## config.mk

```make
export PLATFORM = sky130hd
export DESIGN_NAME = inc_cmd_sequencer
export DESIGN_NICKNAME = d
export VERILOG_FILES = /design/src/rtl/inc_cmd_sequencer.sv
export SDC_FILE = /design/constraint.sdc
export NUM_CORES = 1
export LEC_CHECK = 0
export BUFFER_PORTS_ARGS = -buffer_cell sky130_fd_sc_hd__buf_4
export CAP_MARGIN = 20
export CORE_ASPECT_RATIO = 1.75
export CORE_MARGIN = 10
export CORE_UTILIZATION = 50
export CTS_BUF_LIST = sky130_fd_sc_hd__clkbuf_4
export DETAILED_ROUTE_END_ITERATION = 10
export PLACE_DENSITY = 0.73
export SYNTH_ARGS = -nofsm -noshare
export SYNTH_HDL_FRONTEND = slang
export SYNTH_SLANG_ARGS = --single-unit
```

## constraint.sdc

```tcl
create_clock -name clk -period 2 [get_ports clk]
set_input_delay 0.2 -clock clk [delete_from_list [all_inputs] [get_ports clk]]
set_output_delay 0.2 -clock clk [all_outputs]
set_load 0.01 [all_outputs]
```

## src/rtl/inc_cmd_sequencer.sv

```systemverilog
`timescale 1ns/1ps
// Command sequencer for a downstream 4-bit counter stage.
// Commands are {op, arg}. op 0 is LOAD and op 1 is INC.
// Commands are queued in a small FIFO and executed strictly in order.
// LOAD issues one ld strobe carrying the value.
// INC issues arg en strobes; en is held off while stall is high.
// shadow tracks what the counter stage should hold after the strobes issued so far.
//
//   state | meaning
//   ------+---------------------------------------------------------------
//   IDLE  | waiting; pops the FIFO head whenever the FIFO is non-empty
//   LOAD  | one cycle: ld=1, ui=arg, done=1
//   INC   | en once per unstalled cycle until remaining hits 0, then done
module inc_cmd_sequencer #(
    parameter int DEPTH = 4
) (
    input  logic       clk,
    input  logic       rst,
    input  logic       cmd_valid,
    input  logic       cmd_op,
    input  logic [3:0] cmd_arg,
    output logic       cmd_ready,
    input  logic       stall,
    output logic       ld,
    output logic [3:0] ui,
    output logic       en,
    output logic [3:0] shadow,
    output logic       done,
    output logic       busy,
    output logic [7:0] issued
);

    localparam int AW = (DEPTH > 1) ? $clog2(DEPTH) : 1;
    localparam logic [AW:0] CNT_FULL = (AW+1)'(DEPTH);
    localparam logic [AW:0] CNT_ONE  = (AW+1)'(1);
    localparam logic [AW-1:0] PTR_ONE = AW'(1);

    localparam logic [1:0] ST_IDLE = 2'd0;
    localparam logic [1:0] ST_LOAD = 2'd1;
    localparam logic [1:0] ST_INC  = 2'd2;

    // Command FIFO storage and bookkeeping
    logic [4:0]    fifo_mem [DEPTH];
    logic [AW-1:0] wr_ptr;
    logic [AW-1:0] rd_ptr;
    logic [AW:0]   count;

    logic [1:0] state;
    logic [3:0] cur_arg;
    logic [3:0] remaining;

    logic       push;
    logic       pop;
    logic       head_op;
    logic [3:0] head_arg;

    // cmd_ready only looks at registered occupancy, so a full FIFO refuses a
    // push even in a cycle where the FSM is popping.
    assign cmd_ready = (count != CNT_FULL);
    assign push      = cmd_valid & cmd_ready;
    assign pop       = (state == ST_IDLE) && (count != '0);
    assign head_op   = fifo_mem[rd_ptr][4];
    assign head_arg  = fifo_mem[rd_ptr][3:0];

    // FIFO storage write; contents need no reset because the pointers define validity
    always_ff @(posedge clk) begin
        if (push) begin
            fifo_mem[wr_ptr] <= {cmd_op, cmd_arg};
        end
    end

    // FIFO pointers and occupancy; simultaneous push and pop leave occupancy unchanged
    always_ff @(posedge clk or negedge rst) begin
        if (!rst) begin
            wr_ptr <= '0;
            rd_ptr <= '0;
            count  <= '0;
        end else begin
            if (push) begin
                wr_ptr <= wr_ptr + PTR_ONE;
            end
            if (pop) begin
                rd_ptr <= rd_ptr + PTR_ONE;
            end
            case ({push, pop})
                2'b10:   count <= count + CNT_ONE;
                2'b01:   count <= count - CNT_ONE;
                default: count <= count;
            endcase
        end
    end

    // Sequencing FSM: pop in IDLE, execute LOAD/INC, and track the expected counter value
    always_ff @(posedge clk or negedge rst) begin
        if (!rst) begin
            state     <= ST_IDLE;
            cur_arg   <= 4'h0;
            remaining <= 4'h0;
            shadow    <= 4'h0;
        end else begin
            case (state)
                ST_IDLE: begin
                    if (pop) begin
                        if (head_op) begin
                            remaining <= head_arg;
                            state     <= ST_INC;
                        end else begin
                            cur_arg <= head_arg;
                            state   <= ST_LOAD;
                        end
                    end
                end
                ST_LOAD: begin
                    shadow <= cur_arg;
                    state  <= ST_IDLE;
                end
                ST_INC: begin
                    if (remaining == 4'h0) begin
                        state <= ST_IDLE;
                    end else if (!stall) begin
                        remaining <= remaining - 4'd1;
                        shadow    <= shadow + 4'd1;
                    end
                end
                default: begin
                    state <= ST_IDLE;
                end
            endcase
        end
    end

    // Completed-command counter, saturating so it never wraps back to zero
    always_ff @(posedge clk or negedge rst) begin
        if (!rst) begin
            issued <= 8'h00;
        end else if (done && (issued != 8'hFF)) begin
            issued <= issued + 8'd1;
        end
    end

    // Strobes decode from the registered state; en also depends on the live stall input
    always_comb begin
        ld   = (state == ST_LOAD);
        ui   = ld ? cur_arg : 4'h0;
        en   = (state == ST_INC) && !stall && (remaining != 4'h0);
        done = ld || ((state == ST_INC) && (remaining == 4'h0));
        busy = (state != ST_IDLE) || (count != '0);
    end

endmodule

```

==> reports/qor.csv, run 1 <==
stage,metric,value,unit
sta,sum of negative setup slack,0,ns
power,Switching Share,36.9,%
clock_tree,TritonCTS clock tree,built,
logic_synthesis,number of enable flip-flop cells after synthesis,20,
run_status,status,completed,
run,maxcap violations,0,
grt,Congestion Overflow GR,0,
route,routed vias,1537,
setup_path,Crit-path slowest cell,dfrtp_1,
placement,routability cong.,0.822,
placement,Port-buffer cells,29,
logic_synthesis,sequential element share of the synthesized area,57.5,%
power,NetSw,1.58,mW
sta,Final period util,94.3,%
setup_path,Top delay family on crit path,simple AND/OR/NAND/NOR gates,
grt,initial antenna violation count,0,
setup_path,top fanout value on the critical path,3,
clock_tree,Clock Sinks,49,
setup_path,"Top cell by count, worst path",xor2_1,
sta,Slew Limit Fails,0,
logic_synthesis,Synth Warn #,0,
route,First-pass DRT Iterations,4,
sta,fmax,0.530,GHz
placement,final HPWL from detailed placement,3490,µm
sta,Final Setup Violations,0,
grt,pin count of the biggest net entering global routing,30,
sta,Final Hold Fails,0,
setup_path,CP arrival,2.15,ns
sta,Min Hold Slack,0.0317,ns
logic_synthesis,Yosys top cell by area,dfrtp_1,
setup_path,crit start category,flip-flop,
floorplan,Ports,30,
cells_and_area,FILL cells,335,
logic_synthesis,unique cell type count in the Yosys netlist,40,
power,LEAKAGE,1.24,nW
logic_synthesis,Post-Syn Nets,194,
setup_path,"Worst Path Class, Setup",reg2reg,
floorplan,Starting Density,51.9,%
power,internal power,2.70,mW
logic_synthesis,Synth top area share,31.5,%
floorplan,die width,71.4,µm
setup_path,CP Cell Sequence,buf_4 -> nor3_1 -> nor3_2 -> ha_2 -> inv_1 -> fa_2 -> xor2_1 -> nor2_1 -> xor2_1,
power,PwrDens,1520,nW/µm²
floorplan,die area,7840,µm²
grt,vias in the first global route,1664,
sta,Relative slew margins,72.7,%
cells_and_area,P&R area growth vs syn,21.9,%
route,DRT iter0 DRCs,62,
floorplan,Cell Rows,32,
setup_path,crit end category,flip-flop,
clock_tree,CTS buffer count,5,
logic_synthesis,"FFs w/ async S/R, synth",59.2,%
logic_synthesis,synthesized area,2310,µm²
setup_path,Worst path max stage delay,0.42,ns
route,DRC,0,
logic_synthesis,top post-synthesis cells by area,"dfrtp_1, edfxtp_1, mux4_1",
logic_synthesis,main flop type after synthesis,dfrtp_1,
power,Combinational Power Share,46.8,%
sta,crit path time final,1.89,ns
power,Max IR drop VDD,1110,µV
clock_tree,H-tree level count,2,
power,Clk pwr share,13.6,%
logic_synthesis,Mapped Avg Cell Area,13.1,µm²
cells_and_area,diode count,0,
clock_tree,Root Buffer,clkbuf_4,
cells_and_area,share of cells above drive strength 1,33.6,%
setup_path,crit path buf inv count,2,
power,Flop pwr share,39.6,%
floorplan,core area,4440,µm²
floorplan,die height,110,µm
grt,gr usage total,11.7,%
hold_path,Worst Hold Class,in2reg,
clock_tree,Worst-Skew Late Latency,0.36,ns
clock_tree,"Reg clk slew, reported paths",0.14,ns
clock_tree,clock buffer depth,2,
route,Final ANT Viol Nets,0,
route,WL/cell,16.3,µm
grt,first-pass GRT wire length,7370,µm
route,Via density,5.55,
logic_synthesis,synthesized flop and latch total,49,
sta,worst slew pin tran,0.406,ns
cells_and_area,Final Net Count,243,
sta,Layout Skew,0.0188,ns
setup_path,CP required,2.26,ns
logic_synthesis,instance count of the mapped netlist,176,
route,total wire length,4520,µm
power,Final Total Pwr,4.27,mW
## power by group through the flow
stage	logic [mW]	registers (mW)	clock network [mW]
finish	2.00	1.69	0.580
global route	2.22	1.74	0.636
CTS	1.92	1.69	0.597
detailed placement	1.87	1.71	0
global placement	1.78	1.68	0
floorplan	1.28	1.67	0
## sequential cells by signal (all words and copies together) (netlist names)
signal,count
wr_ptr,2
state,2
fifo_mem,20
issued,8
cur_arg,4
rd_ptr,2
shadow,4
count,3
remaining,4
## path summary, 6_finish.rpt
kind | from | endpoint | slack, ns | cells after the start
min in group asynchronous | rst | issued[7] | 0.27 | 2
max in group asynchronous | rst | state[0] | 1.44 | 2
hold / removal | cmd_arg[0] | fifo_mem[1][0] | 0.03 | 1
setup / recovery | count[1] | count[2] | 0.11 | 9
hold reg to reg | issued[5] | issued[5] | 0.52 | 1
setup reg to reg | count[1] | count[2] | 0.11 | 9
## cells in the final DEF (no fill, tap or decap), types with 7 or more instances in the layout
cell / n
buf_4: 45
dfrtp_1: 29
edfxtp_1: 20
a21oi_1: 10
inv_1: 7
nor2_1: 7
nand2_1: 7
xor2_1: 7
## cell type report
cell class / instances / area, µm² / share of cell area, %
clock buffers: 5 / 37.5 / 1.33
clock inverters: 3 / 46.3 / 1.65
inverters: 10 / 37.5 / 1.33
multi-input cells: 112 / 943 / 33.5
flip-flops and latches: 49 / 1330 / 47.2
well taps: 51 / 63.8 / 2.27
repair buffers: 47 / 358 / 12.7
## synthesized netlist by cell type (6+ instances only)
master     n
ha_1       8
and2_1     6
mux2_2     6
edfxtp_1  20
nor2_1     7
xor2_1     7
nor3_1     6
nand2_1    7
inv_1     10
dfrtp_1   29
a21oi_1   11
nand3_1    7
## kinds of logic (layout without fill, tap and decap cells)
logic type               after synthesis  after routing  share of synthesized area [%]
AO/OA/AOI/OAI                         23             23                           6.18
XOR/XNOR                              12             12                           4.56
adder cells (fa/ha/maj)                9              9                           5.21
buffers and inverters                 15             65                           3.25
flip-flops                            49             49                           57.5
multiplexers                          13             13                           9.33
AND/OR/NAND/NOR                       55             55                           14.0
## repair_timing
item,4_1_cts,5_1_grt
buffers inserted,2,5
endpoints found under the setup margin,2,4
hold endpoints to repair,29,1
pin swaps,0,2
resized for setup,4,8
hold buffers,1,1
## per-layer routing
| metal | wire length, µm | global-route usage, % |
|---|---|---|
| met1 | 1510 | 10.3 |
| met2 | 2710 | 22.7 |
| met3 | 194 | 3.70 |
| met4 | 108 | 6.25 |
| met5 | 0 | 0 |
## through the flow
step           utilization, %  instance area (µm²)  cells  worst slack (ns)
2_1_floorplan               -                 2310    176            0.0547
3_3_place_gp             59.0                 2620    260             0.111
3_5_place_dp             59.0                 2620    260           -0.0353
4_1_cts                  61.7                 2740    271           0.00860
5_1_grt                  63.3                 2810    277         -0.000466
6_report                 63.3                 2810    277             0.115
Note: power is estimated with default switching activity, not from simulation.
==> inputs of run 2 (changes only) <==
--- a/config.mk
+++ b/config.mk
@@ -12,7 +12,7 @@
 export CORE_UTILIZATION = 50
 export CTS_BUF_LIST = sky130_fd_sc_hd__clkbuf_4
 export DETAILED_ROUTE_END_ITERATION = 10
-export PLACE_DENSITY = 0.73
+export PLACE_DENSITY = 0.85
 export SYNTH_ARGS = -nofsm -noshare
 export SYNTH_HDL_FRONTEND = slang
 export SYNTH_SLANG_ARGS = --single-unit
==> reports/qor.csv, run 2 (synthesis results as in run 1) <==
stage,metric,value,unit
route,routed vias,1494,
run_status,status,completed,
cells_and_area,"Design Area, Final",2760,µm²
setup_path,CP arrival,2.21,ns
floorplan,core area,4440,µm²
clock_tree,H-tree level count,2,
setup_path,crit start category,flip-flop,
cells_and_area,"Core Util, Final",62.2,%
cells_and_area,FILL cells,366,
grt,pin count of the biggest net entering global routing,30,
floorplan,die area,7840,µm²
placement,final HPWL from detailed placement,3380,µm
cells_and_area,largest registers,"fifo_mem x20, issued x8",
power,Max IR drop VDD,919,µV
run,maxcap violations,0,
grt,vias in the first global route,1627,
clock_tree,TritonCTS clock tree,built,
route,DRT iter0 DRCs,77,
clock_tree,"Reg clk slew, reported paths",0.14,ns
cells_and_area,"commonest non-fill, non-tap cells in the layout","buf_4, dfrtp_1, edfxtp_1, a21oi_1, inv_1",
floorplan,Cell Rows,32,
cells_and_area,P&R area growth vs syn,19.7,%
cells_and_area,max FFs per register,20,
route,DRC,0,
sta,fmax,0.516,GHz
floorplan,die width,71.4,µm
placement,routability cong.,0.796,
grt,initial antenna violation count,0,
sta,Layout Skew,0.0142,ns
route,WL/cell,16.0,µm
clock_tree,Root Buffer,clkbuf_4,
sta,crit path time final,1.94,ns
grt,Congestion Overflow GR,0,
floorplan,Ports,30,
clock_tree,clock buffer depth,2,
route,Final ANT Viol Nets,0,
sta,Final Setup Violations,0,
sta,worst slew pin tran,0.450,ns
clock_tree,Worst-Skew Late Latency,0.34,ns
power,Final Total Pwr,4.10,mW
power,PwrDens,1480,nW/µm²
setup_path,Crit-path slowest cell,dfrtp_1,
placement,dpl cell area,2620,µm²
cells_and_area,Final Net Count,241,
cells_and_area,diode count,0,
cells_and_area,"commonest non-fill, non-tap cell in the layout",buf_4,
setup_path,crit end category,flip-flop,
floorplan,Starting Density,51.9,%
grt,first-pass GRT wire length,7450,µm
clock_tree,Clock Sinks,49,
placement,Port-buffer cells,29,
setup_path,"Worst Path Class, Setup",reg2reg,
setup_path,Worst path max stage delay,0.45,ns
cells_and_area,share of cells above drive strength 1,32.1,%
power,LEAKAGE,1.23,nW
route,Via density,5.43,
floorplan,die height,110,µm
route,total wire length,4400,µm
grt,gr usage total,11.7,%
clock_tree,CTS buffer count,5,
sta,Relative slew margins,69.8,%
hold_path,Worst Hold Class,in2reg,
sta,Final period util,97.0,%
sta,Slew Limit Fails,0,
sta,Min Hold Slack,0.0444,ns
sta,Final Hold Fails,0,
route,First-pass DRT Iterations,4,
setup_path,top fanout value on the critical path,4,
sta,RSZ-0062 raised after global routing,yes,
setup_path,CP Cell Sequence,inv_2 -> nand3_2 -> and2_4 -> inv_1 -> ha_2 -> inv_1 -> fa_2 -> xor2_1 -> nor2_1 -> xor2_1,
cells_and_area,"Most flops, register",fifo_mem,
setup_path,CP required,2.27,ns
[run 2: routing by layer]
layer,part of all wire [%],GRT usage (%)
met1,36,11.1
met2,58,22.2
met3,3.3,3.07
met4,2.0,6.11
met5,0,0
[run 2: path summary, 6_finish.rpt]
path | startpoint | to | slack (ns) | cells after the start
worst max-delay path | count[0] | count[2] | 0.06 | 10
worst min-delay path | cmd_arg[1] | fifo_mem[2][1] | 0.04 | 1
worst max register to register | count[0] | count[2] | 0.06 | 10
worst min register to register | issued[5] | issued[5] | 0.54 | 1
max in group asynchronous | rst | issued[6] | 1.41 | 2
min in group asynchronous | rst | wr_ptr[0] | 0.29 | 2
[run 2: cell type report]
cell class / instances / area [µm²] / share of cell area (%)
inverters: 10 / 37.5 / 1.36
clock inverters: 3 / 17.5 / 0.634
repair buffers: 45 / 340 / 12.3
multi-input cells: 112 / 938 / 34.0
clock buffers: 5 / 37.5 / 1.36
flip-flops and latches: 49 / 1330 / 48.1
well taps: 51 / 63.8 / 2.31
[run 2: worst max-delay path, delay by kind of cell, from the launching register on]
family,cells,cell delay (ns)
flops,1,0.45
fa+ha+maj,2,0.51
xor+xnor,2,0.33
buf+inv,3,0.20
simple gates,3,0.38
[run 2: power breakdown]
part           total [mW]  internal (mW)  switching, mW
clock network       0.432          0.134          0.298
registers            1.70           1.41          0.286
logic                1.97           1.01          0.958
total                4.10           2.55           1.54
[run 2: metrics by stage]
step	std cells	setup WS, ns	TNS [ns]
after floorplan	176	0.0547	0
after detailed placement	260	-0.0587	-0.0587
after global placement	260	0.104	0
after global routing	275	-0.0393	-0.0393
final	275	0.0608	0
after CTS	271	-0.00357	-0.00357
[run 2: what timing repair did]
action,CTS,global route
hold buffers,1,0
resized for setup,7,3
endpoints found under the hold margin,29,0
setup buffers,2,4
pin swaps,1,5
endpoints found under the setup margin,2,2
